--- src/rtl/ldpe_gate_seq_if.sv ---
// Request/data and latch-bank drive signals for ldpe_gate_seq.
// The master is the requester; the slave is the sequencer.
interface ldpe_gate_seq_if #(
  parameter int unsigned WIDTH = 8
);
  logic             REQ;
  logic [WIDTH-1:0] DIN;
  logic             PRE_REQ;
  logic [WIDTH-1:0] D;
  logic             G;
  logic             GE;
  logic             PRE;
  logic             ACK;
  logic             BUSY;

  modport master (
    output REQ, DIN, PRE_REQ,
    input  D, G, GE, PRE, ACK, BUSY
  );

  modport slave (
    input  REQ, DIN, PRE_REQ,
    output D, G, GE, PRE, ACK, BUSY
  );
endinterface

--- src/rtl/ldpe_gate_seq.sv ---
// Sequencer generating D/GE/G/PRE waveforms for a bank of LDPE latches.
// Optional preset path is enabled by defining LDPE_GATE_SEQ_PRESET_EN.
module ldpe_gate_seq #(
  parameter int unsigned WIDTH     = 8,
  parameter logic        INIT      = 1'b1,
  parameter int unsigned SETUP_CYC = 1,
  parameter int unsigned OPEN_CYC  = 2,
  parameter int unsigned HOLD_CYC  = 1,
  parameter int unsigned PRE_CYC   = 2
) (
  input logic            C,
  input logic            RN,
  ldpe_gate_seq_if.slave bus
);

  localparam int unsigned S_EFF   = (SETUP_CYC == 32'd0) ? 32'd1 : SETUP_CYC;
  localparam int unsigned O_EFF   = (OPEN_CYC  == 32'd0) ? 32'd1 : OPEN_CYC;
  localparam int unsigned H_EFF   = (HOLD_CYC  == 32'd0) ? 32'd1 : HOLD_CYC;
  localparam int unsigned SO_MAX  = (S_EFF > O_EFF) ? S_EFF : O_EFF;
  localparam int unsigned SOH_MAX = (SO_MAX > H_EFF) ? SO_MAX : H_EFF;
`ifdef LDPE_GATE_SEQ_PRESET_EN
  localparam int unsigned P_EFF   = (PRE_CYC == 32'd0) ? 32'd1 : PRE_CYC;
  localparam int unsigned MAX_CYC = (P_EFF > SOH_MAX) ? P_EFF : SOH_MAX;
`else
  localparam int unsigned MAX_CYC = SOH_MAX;
`endif
  // Counter holds "remaining cycles minus one", so MAX_CYC-1 must fit.
  localparam int unsigned CNT_W = (MAX_CYC > 32'd1) ? $clog2(MAX_CYC) : 32'd1;
  localparam logic [CNT_W-1:0] CNT_ZERO = CNT_W'(32'd0);
  localparam logic [CNT_W-1:0] CNT_ONE  = CNT_W'(32'd1);
  localparam logic [CNT_W-1:0] S_LOAD   = CNT_W'(S_EFF - 32'd1);
  localparam logic [CNT_W-1:0] O_LOAD   = CNT_W'(O_EFF - 32'd1);
  localparam logic [CNT_W-1:0] H_LOAD   = CNT_W'(H_EFF - 32'd1);
`ifdef LDPE_GATE_SEQ_PRESET_EN
  localparam logic [CNT_W-1:0] P_LOAD   = CNT_W'(P_EFF - 32'd1);
`endif

  typedef enum logic [2:0] {
    IDLE  = 3'd0,
    SETUP = 3'd1,
    OPEN  = 3'd2,
    HOLD  = 3'd3,
    DONE  = 3'd4
`ifdef LDPE_GATE_SEQ_PRESET_EN
    , PRESET = 3'd5
`endif
  } state_t;

  state_t             state_r, state_n;
  logic [CNT_W-1:0]   cnt_r, cnt_n;
  logic [WIDTH-1:0]   d_r, d_n;
  logic               g_r, g_n;
  logic               ge_r, ge_n;
  logic               ack_r, ack_n;
  logic               busy_r, busy_n;
  logic               armed_r, armed_n;
`ifdef LDPE_GATE_SEQ_PRESET_EN
  logic               pre_r, pre_n;
`else
  logic               pre_req_unused_s;
  assign pre_req_unused_s = bus.PRE_REQ;
`endif

  // State and output registers with synchronous active-low reset.
  always_ff @(posedge C) begin
    if (!RN) begin
      state_r <= IDLE;
      cnt_r   <= CNT_ZERO;
      d_r     <= {WIDTH{INIT}};
      g_r     <= 1'b0;
      ge_r    <= 1'b0;
      ack_r   <= 1'b0;
      busy_r  <= 1'b0;
      armed_r <= 1'b1;
`ifdef LDPE_GATE_SEQ_PRESET_EN
      pre_r   <= 1'b0;
`endif
    end else begin
      state_r <= state_n;
      cnt_r   <= cnt_n;
      d_r     <= d_n;
      g_r     <= g_n;
      ge_r    <= ge_n;
      ack_r   <= ack_n;
      busy_r  <= busy_n;
      armed_r <= armed_n;
`ifdef LDPE_GATE_SEQ_PRESET_EN
      pre_r   <= pre_n;
`endif
    end
  end

  // Next-state and next-output logic; every window counts down to zero.
  always_comb begin
    state_n = state_r;
    cnt_n   = cnt_r;
    d_n     = d_r;
    g_n     = g_r;
    ge_n    = ge_r;
    ack_n   = 1'b0;
`ifdef LDPE_GATE_SEQ_PRESET_EN
    pre_n   = pre_r;
`endif
    case (state_r)
      IDLE: begin
`ifdef LDPE_GATE_SEQ_PRESET_EN
        if (bus.PRE_REQ) begin
          state_n = PRESET;
          pre_n   = 1'b1;
          cnt_n   = P_LOAD;
        end else
`endif
        if (bus.REQ && armed_r) begin
          state_n = SETUP;
          d_n     = bus.DIN;
          ge_n    = 1'b1;
          cnt_n   = S_LOAD;
        end else begin
          state_n = IDLE;
        end
      end
      SETUP: begin
        if (cnt_r == CNT_ZERO) begin
          state_n = OPEN;
          g_n     = 1'b1;
          cnt_n   = O_LOAD;
        end else begin
          cnt_n = cnt_r - CNT_ONE;
        end
      end
      OPEN: begin
        if (cnt_r == CNT_ZERO) begin
          state_n = HOLD;
          g_n     = 1'b0;
          cnt_n   = H_LOAD;
        end else begin
          cnt_n = cnt_r - CNT_ONE;
        end
      end
      HOLD: begin
        if (cnt_r == CNT_ZERO) begin
          state_n = DONE;
          ge_n    = 1'b0;
          ack_n   = 1'b1;
        end else begin
          cnt_n = cnt_r - CNT_ONE;
        end
      end
      DONE: begin
        state_n = IDLE;
      end
`ifdef LDPE_GATE_SEQ_PRESET_EN
      PRESET: begin
        if (cnt_r == CNT_ZERO) begin
          state_n = IDLE;
          pre_n   = 1'b0;
        end else begin
          cnt_n = cnt_r - CNT_ONE;
        end
      end
`endif
      default: begin
        state_n = IDLE;
        cnt_n   = CNT_ZERO;
        g_n     = 1'b0;
        ge_n    = 1'b0;
`ifdef LDPE_GATE_SEQ_PRESET_EN
        pre_n   = 1'b0;
`endif
      end
    endcase

    // A request held high across ACK must be released before it re-arms.
    if (ack_n) begin
      armed_n = 1'b0;
    end else if (!bus.REQ) begin
      armed_n = 1'b1;
    end else begin
      armed_n = armed_r;
    end

    busy_n = (state_n != IDLE);
  end

  assign bus.D    = d_r;
  assign bus.G    = g_r;
  assign bus.GE   = ge_r;
  assign bus.ACK  = ack_r;
  assign bus.BUSY = busy_r;
`ifdef LDPE_GATE_SEQ_PRESET_EN
  assign bus.PRE  = pre_r;
`else
  assign bus.PRE  = 1'b0;
`endif

endmodule
--- src/flat_wrapper.sv ---
// flat-port wrapper written by rule: the top's interface ports become plain ports
module ldpe_gate_seq_flat 
#(
  parameter int unsigned WIDTH     = 8,
  parameter logic        INIT      = 1'b1,
  parameter int unsigned SETUP_CYC = 1,
  parameter int unsigned OPEN_CYC  = 2,
  parameter int unsigned HOLD_CYC  = 1,
  parameter int unsigned PRE_CYC   = 2
)
  (C, RN, bus_REQ, bus_DIN, bus_PRE_REQ, bus_D, bus_G, bus_GE, bus_PRE, bus_ACK, bus_BUSY);
  ldpe_gate_seq_if #(.WIDTH(WIDTH)) bus_i ();
  input logic C;
  input logic RN;
  input wire logic [$bits(bus_i.REQ)-1:0] bus_REQ;
  input wire logic [$bits(bus_i.DIN)-1:0] bus_DIN;
  input wire logic [$bits(bus_i.PRE_REQ)-1:0] bus_PRE_REQ;
  output wire logic [$bits(bus_i.D)-1:0] bus_D;
  output wire logic [$bits(bus_i.G)-1:0] bus_G;
  output wire logic [$bits(bus_i.GE)-1:0] bus_GE;
  output wire logic [$bits(bus_i.PRE)-1:0] bus_PRE;
  output wire logic [$bits(bus_i.ACK)-1:0] bus_ACK;
  output wire logic [$bits(bus_i.BUSY)-1:0] bus_BUSY;
  assign bus_i.REQ = bus_REQ;
  assign bus_i.DIN = bus_DIN;
  assign bus_i.PRE_REQ = bus_PRE_REQ;
  assign bus_D = bus_i.D;
  assign bus_G = bus_i.G;
  assign bus_GE = bus_i.GE;
  assign bus_PRE = bus_i.PRE;
  assign bus_ACK = bus_i.ACK;
  assign bus_BUSY = bus_i.BUSY;
  ldpe_gate_seq #(.WIDTH(WIDTH), .INIT(INIT), .SETUP_CYC(SETUP_CYC), .OPEN_CYC(OPEN_CYC), .HOLD_CYC(HOLD_CYC), .PRE_CYC(PRE_CYC)) u_core (.C(C), .RN(RN), .bus(bus_i));
endmodule
--- config.mk ---
export PLATFORM = sky130hd
export DESIGN_NAME = ldpe_gate_seq_flat
export DESIGN_NICKNAME = d
export VERILOG_FILES = /design/src/rtl/ldpe_gate_seq_if.sv /design/src/rtl/ldpe_gate_seq.sv /design/src/flat_wrapper.sv
export SDC_FILE = /design/constraint.sdc
export NUM_CORES = 1
export LEC_CHECK = 0
export CAP_MARGIN = 40
export CORE_UTILIZATION = 42
export DETAILED_ROUTE_END_ITERATION = 16
export PLACE_DENSITY = 0.76
export RECOVER_POWER = 25
export SYNTH_ARGS = -nofsm -noshare
export SYNTH_HDL_FRONTEND = slang
export SYNTH_SLANG_ARGS = --single-unit
--- constraint.sdc ---
create_clock -name C -period 1.3 [get_ports C]
set_input_delay 0.26 -clock C [delete_from_list [all_inputs] [get_ports C]]
set_output_delay 0.26 -clock C [all_outputs]
set_load 0.01 [all_outputs]
==> results.md, run 1 <==
- Flop2flop setup slack: 140 ps
- Worst setup path category: primary input to flop
- Final Instance Count excl. Fillers: 120
- Largest vdd supply drop: 0.7155 mV
- Largest delay contributor family on the critical path: buffers and inverters
- Vias in the first global route: 609
- Core region area: 1524 um2
- Wire length per cell: 12.31 um
- Die area: 1823 um2
- WP data required: 1490 ps
- GPL Wtd Cong: 0.7630
- Ys async rst share: 0%
- Synth area leader: dfxtp_1
- Area post-placement: 937.1 um2
- Setup WS pre-CTS: -203.6 ps
- Hold Path Cell Cnt: 2
- Fmax: 0.8305 GHz
- Syn_nets: 91
- Critical path fanouts, max: 10
- Worst Setup SP: bus_REQ
- Launch point of the worst reg-to-reg path: u_core.cnt_r$_SDFFE_PN0P_
- Die X: 42.70 um
- Multi-input logic area: 302.8 um2
- Worst r2r dst: u_core.bus.G$_SDFFE_PN0P_
- Setup Skew: 7.560 ps
- Max Cap Viol: 0
- Post-DP HPWL: 1039 um
- Top-area cell type share of the netlist area: 48.92%
- Static Leak: 0.3850 nW
- Setup violators final: 0
- CTS clk-pin slew, worst paths: 100 ps
- Top_reg_cell synth: dfxtp_1
- Final instance area: 947.2 um2
- CP max stage cell: clkdlybuf4s50_1
- Cell Chain, Critical Path: clkdlybuf4s50_1 > and3b_1 > a221oi_1 > nor2_1
- Pwr/cell area: 1354 nW/um2
- Grt peak-use layer: met2
- Met1 Resource Use GR: 21.72%
- Ranking of synthesized cells by area: dfxtp_1, nand3_1, o21ai_0, nor3b_1, a21oi_1
- First-pass GRT wire length: 2532 um
- Top Ports: 25
- Routed WL: 1477 um
- Slowest cell delay on critical path: 440 ps
- Met2 GRT Util: 31.82%
- Sink Count: 17
- Crit path DAT: 1400 ps
- N_diodes: 0
- Total placed cells including tap cells: 116
- Register area: 341.6 um2
- Hold WS: 479.7 ps
- Initial antenna violation count: 0
- # rows: 14
- ANT nets after route: 0
- Deepest clock path buffer count: 2
- Vias per cell: 5.475
- Root Driver: clkbuf_4
- Yosys reg bits: 17
- Fin. max-slew vios: 0
- Final worst slack: 95.95 ps
- Worst Setup Start Kind: primary input
- CTS H-tree depth: 1
- Final Net Count: 117
- CP endpoint kind: flop
- Total GRT Usage: 18.35%
- Post-layout minimum cycle time: 1204 ps
- Pin count of the biggest net entering global routing: 13
- Port Buffer Count: 22
- Hold crit path type: flop to flop
- Clk Latency, worst-skew pair: 300 ps
- CTS tree: yes
- Avg Inst Size Synth: 8.806 um2
- GRT overflow: 0
- CP bufs+invs: 1
- RSZ-0062 raised after global routing: no
- Register area share after synthesis: 48.92%
- CTS buffer count: 3
- Die Y: 42.70 um
- Area growth syn-to-layout: 36.15%
- Hold Fails Final Rpt: 0
- Initial cell density of the core: 45.65%
- YS warnings: 0
- DRC: 0
- Final Cycle Share: 92.62%
- Status: finished, final reports clean
- Syn Std Cell Area: 695.7 um2
- DRT iter0 DRCs: 12
- Distinct cells, synth: 26
- Filler Cell Count: 132
- Critical hold path startpoint: u_core.bus.G$_SDFFE_PN0P_
- Vias: 657
- Cells after Synth: 79
- WHS Endpoint: u_core.bus.G$_SDFFE_PN0P_
- Post-CTS Hold Buffers: 0
- Layout cells sized above 1: 12.50%
- GR Util met3: 2.553%
- Number of flops mapped to enable cells by yosys: 0
- Pre-antenna DRT Iters: 4
- R2R depth: 3
[kinds of logic (layout without fill, tap and decap cells)]
kind of cell | count (synthesis) | in the layout | synth area share (%)
buffers and inverters | 10 | 35 | 7.913
DFF | 17 | 17 | 48.92
other | 1 | 1 | 0.5391
and+or+nand+nor | 31 | 31 | 25.36
AOI/OAI and AO/OA | 20 | 20 | 17.27
[per-stage QoR]
stage                     TNS (ps)  utilization (%)  total power, mW
after CTS                        0            62.48            1.294
final                            0            62.15            1.282
after floorplan                  0                -           0.8781
after global placement       -1333            61.49            1.034
after detailed placement     -1576            61.49            1.042
after global routing             0            62.15            1.364
[tightest hold or removal path: cells and delay by family, from the launching register on]
family	cells	cell delay, ps
DFF	1	330
AOI/OAI and AO/OA	1	40
and+or+nand+nor	1	70
[cells in the mapped netlist, drive strengths merged, types with 2 or more instances]
cell / number
a21oi: 3
a31oi: 2
buf: 5
clkbuf: 2
dfxtp: 17
inv: 3
nand2: 2
nand3: 16
nor2: 2
nor3b: 3
nor4: 2
o21ai: 11
[flip-flops by register name (all words and copies together) (netlist names)]
register         count
u_core.bus.D         8
u_core.armed_r       1
u_core.bus.BUSY      1
u_core.bus.G         1
u_core.bus.GE        1
u_core.state_r       3
u_core.cnt_r         1
u_core.bus.ACK       1
[routing by layer]
layer	up-vias	wire [um]	part of all wire, %
li1	328	-	-
met1	308	691	47
met2	18	687	47
met3	3	65	4.4
met4	0	33	2.2
met5	-	0	0
[cell type report]
| type | count | area share (%) |
|---|---|---|
| Clock buffer | 3 | 2.378 |
| Clock inverter | 1 | 0.5284 |
| Inverter | 3 | 1.189 |
| Multi-Input combinational cell | 52 | 31.97 |
| Sequential cell | 17 | 36.06 |
| Tap cell | 16 | 2.114 |
| Timing Repair Buffer | 28 | 25.76 |
[how the worst max path moves through the flow]
stage / endpoint / cells after the start
finish: u_core.state_r[0]$_SDFF_PN0_ / 4
global route: u_core.state_r[0]$_SDFF_PN0_ / 4
CTS: u_core.bus.G$_SDFFE_PN0P_ / 3
detailed placement: u_core.state_r[0]$_SDFF_PN0_ / 4
global placement: u_core.state_r[0]$_SDFF_PN0_ / 4
floorplan: u_core.bus.D[0]$_SDFFE_PN1P_ / 5
[placed cells by master, fill, tap and decap left out, types with 2 or more instances in the layout]
| master | n |
|---|---|
| clkbuf_4 | 3 |
| dlygate4sd2_1 | 12 |
| o21ai_0 | 10 |
| a21oi_1 | 3 |
| nand2_1 | 2 |
| buf_4 | 4 |
| nor4_1 | 2 |
| a31oi_1 | 2 |
| dfxtp_1 | 16 |
| clkdlybuf4s50_1 | 10 |
| inv_1 | 3 |
| nand3_1 | 16 |
| nor3b_1 | 3 |
[power breakdown]
group	total (mW)	internal, mW	leakage, nW	switching, mW
Sequential	0.646	0.592	0.141	0.0544
Combinational	0.350	0.170	0.227	0.180
Clock	0.286	0.115	0.0177	0.171
[repair_timing]
item,4_1_cts,5_1_grt
hold endpoints to repair,0,0
endpoints found under the setup margin,23,5
gates resized for setup,13,2
setup buffers,0,0
Power figures use the tool's default switching activity.
==> inputs of run 2 (changes only) <==
--- a/config.mk
+++ b/config.mk
@@ -5,11 +5,13 @@
 export SDC_FILE = /design/constraint.sdc
 export NUM_CORES = 1
 export LEC_CHECK = 0
+export ABC_AREA = 1
 export CAP_MARGIN = 40
 export CORE_UTILIZATION = 42
 export DETAILED_ROUTE_END_ITERATION = 16
 export PLACE_DENSITY = 0.76
 export RECOVER_POWER = 25
+export SLEW_MARGIN = 25
 export SYNTH_ARGS = -nofsm -noshare
 export SYNTH_HDL_FRONTEND = slang
 export SYNTH_SLANG_ARGS = --single-unit
==> run 2 against run 1 <==
Against the previous run:
- utilization grew 0.22 points
- clock-buffer cell count grew 1
- final cell count up 13%
- worst setup slack improved by 36 ps
- clock power down 3%
- wire length decreased by 8.3%
- register-to-register slack about the same
- worst hold slack lost 8.7 ps
- largest power group unchanged
==> results.md, run 2 <==
- Pwr/cell area: 1380 nW/um2
- Final Util: 62.38%
- Total GRT Usage: 16.98%
- Post-Route M1 WL: 632 um
- Final Cycle Share: 89.86%
- Commonest non-fill, non-tap cell in the layout: nand2_1
- Syn Std Cell Area: 683.2 um2
- Port Buffer Count: 22
- Fin. max-slew vios: 0
- Wire length per cell: 10.03 um
- Vias in the first global route: 597
- Top-area cell type share of the netlist area: 49.82%
- RSZ-0062 raised after global routing: no
- Hold Fails Final Rpt: 0
- Final Power: 1.297 mW
- CTS buffer count: 3
- Root Driver: clkbuf_4
- CP endpoint kind: flop
- Commonest cells after routing, fill and taps aside: nand2_1, dfxtp_1, nand3_1
- Number of flops mapped to enable cells by yosys: 0
- Post-DP HPWL: 998.2 um
- Die Y: 42.33 um
- CTS clk-pin slew, worst paths: 100 ps
- Post-CTS Setup Repair Bufs: 0
- Ranking of synthesized cells by area: dfxtp_1, nand2_1, nand3_1, inv_1, inv_2
- Die area: 1792 um2
- Largest vdd supply drop: 0.6618 mV
- Met3 wire len: 76 um
- Top Ports: 25
- GPL Wtd Cong: 0.8152
- Final worst slack: 131.8 ps
- Pre-antenna DRT Iters: 4
- Routed wire length on met2: 637 um
- Static Leak: 0.4699 nW
- CTS H-tree depth: 1
- Post-synth top cells: nand2_1, dfxtp_1, nand3_1, inv_1, inv_2
- WP data required: 1480 ps
- Cells after Synth: 92
- Crit path DAT: 1350 ps
- Critical path fanouts, max: 10
- Yosys reg bits: 17
- # rows: 14
- Core region area: 1506 um2
- Top_reg_cell synth: dfxtp_1
- GRT overflow: 0
- First-pass GRT wire length: 2394 um
- ANT nets after route: 0
- Final Net Count: 132
- Worst Setup Start Kind: flop
- Register area: 340.3 um2
- Ys async rst share: 0%
- YS warnings: 0
- DRC: 0
- N_diodes: 0
- Fmax: 0.8560 GHz
- Count leader, synth: nand2_1
- Setup violators final: 0
- DRT iter0 DRCs: 9
- Routed WL: 1354 um
- Layout cells sized above 1: 11.76%
- Vias: 674
- Post-cts sizing count: 12
- Area growth syn-to-layout: 37.55%
- Multi-input logic area: 276.5 um2
- Deepest clock path buffer count: 2
- Initial antenna violation count: 0
- Avg Inst Size Synth: 7.426 um2
- Hold crit path type: flop to flop
- Top Layer Used: met4
- Post-CTS Hold Buffers: 0
- Distinct cells, synth: 19
- Register area share after synthesis: 49.82%
- Setup Skew: 4.615 ps
- Synth area leader: dfxtp_1
- Max Cap Viol: 0
- Setup WS pre-CTS: -147.6 ps
- Clk Latency, worst-skew pair: 280 ps
- Initial cell density of the core: 45.35%
- Worst setup path category: flop to flop
- Vias per cell: 4.993
- Max FFs per register: 8
- Post-layout minimum cycle time: 1168 ps
- Die X: 42.33 um
- Sink Count: 17
- Pin count of the biggest net entering global routing: 14
- CTS tree: yes
- Syn_nets: 104
- Final TNS setup: 0 ps
- Filler Cell Count: 146
- Status: finished, final reports clean
run 2: cell types whose count changed after synthesis, sizes merged, moves of 4 or more:
| cell | previous run | this run |
|---|---|---|
| o21ai | 11 | 4 |
| nand2 | 2 | 27 |
| inv | 3 | 13 |
| nor2 | 2 | 6 |
run 2: final timing paths:
kind	startpoint	slack, ps	cells past startpoint	to
max	u_core.state_r[1]$_SDFF_PN0_	130	5	u_core.bus.BUSY$_SDFF_PN0_
min	u_core.bus.G$_SDFFE_PN0P_	470	2	u_core.bus.G$_SDFFE_PN0P_
max reg2reg	u_core.state_r[1]$_SDFF_PN0_	130	5	u_core.bus.BUSY$_SDFF_PN0_
min reg2reg	u_core.bus.G$_SDFFE_PN0P_	470	2	u_core.bus.G$_SDFFE_PN0P_
run 2: kinds of logic (layout without fill, tap and decap cells):
group           after synthesis  in the layout  synth area share (%)
buf+inv                      15             42                 8.975
other cells                   1              1                0.5489
flops                        17             17                 49.82
simple gates                 52             52                 34.80
compound gates                7              7                 5.861
run 2: power by group:
| group | leakage [nW] | switching [mW] | total (mW) | internal (mW) |
|---|---|---|---|---|
| clock network | 0.0150 | 0.157 | 0.276 | 0.119 |
| registers | 0.140 | 0.0525 | 0.650 | 0.597 |
| logic | 0.315 | 0.203 | 0.372 | 0.169 |
| total | 0.470 | 0.412 | 1.30 | 0.885 |
run 2: through the flow:
stage / instances / instance area, um2 / hold slack (ps)
floorplan: 92 / 683.2 / 361.5
global placement: 131 / 933.4 / 454.9
detailed placement: 131 / 933.4 / 458.0
CTS: 135 / 944.7 / 473.8
global route: 135 / 939.7 / 510.5
finish: 135 / 939.7 / 471.1
run 2: metal layers:
layer,track usage (%),vias to the layer above
met4,6.875,0
met5,0,-
met1,24.04,301
li1,-,348
met2,25.85,23
met3,2.586,2
run 2: worst max-delay path: stages (launching register included):
cell	delay, ps
dfxtp_1	490
nor2_2	90
nand2_2	190
nand2_2	80
o21ai_2	130
nand3_1	70
run 2: cell type report:
| cell class | instances | share of cell area [%] |
|---|---|---|
| Sequential cell | 17 | 36.22 |
| Multi-Input combinational cell | 60 | 29.43 |
| Timing Repair Buffer | 25 | 24.23 |
| Inverter | 13 | 5.193 |
| Clock buffer | 4 | 2.796 |
| Tap cell | 16 | 2.130 |
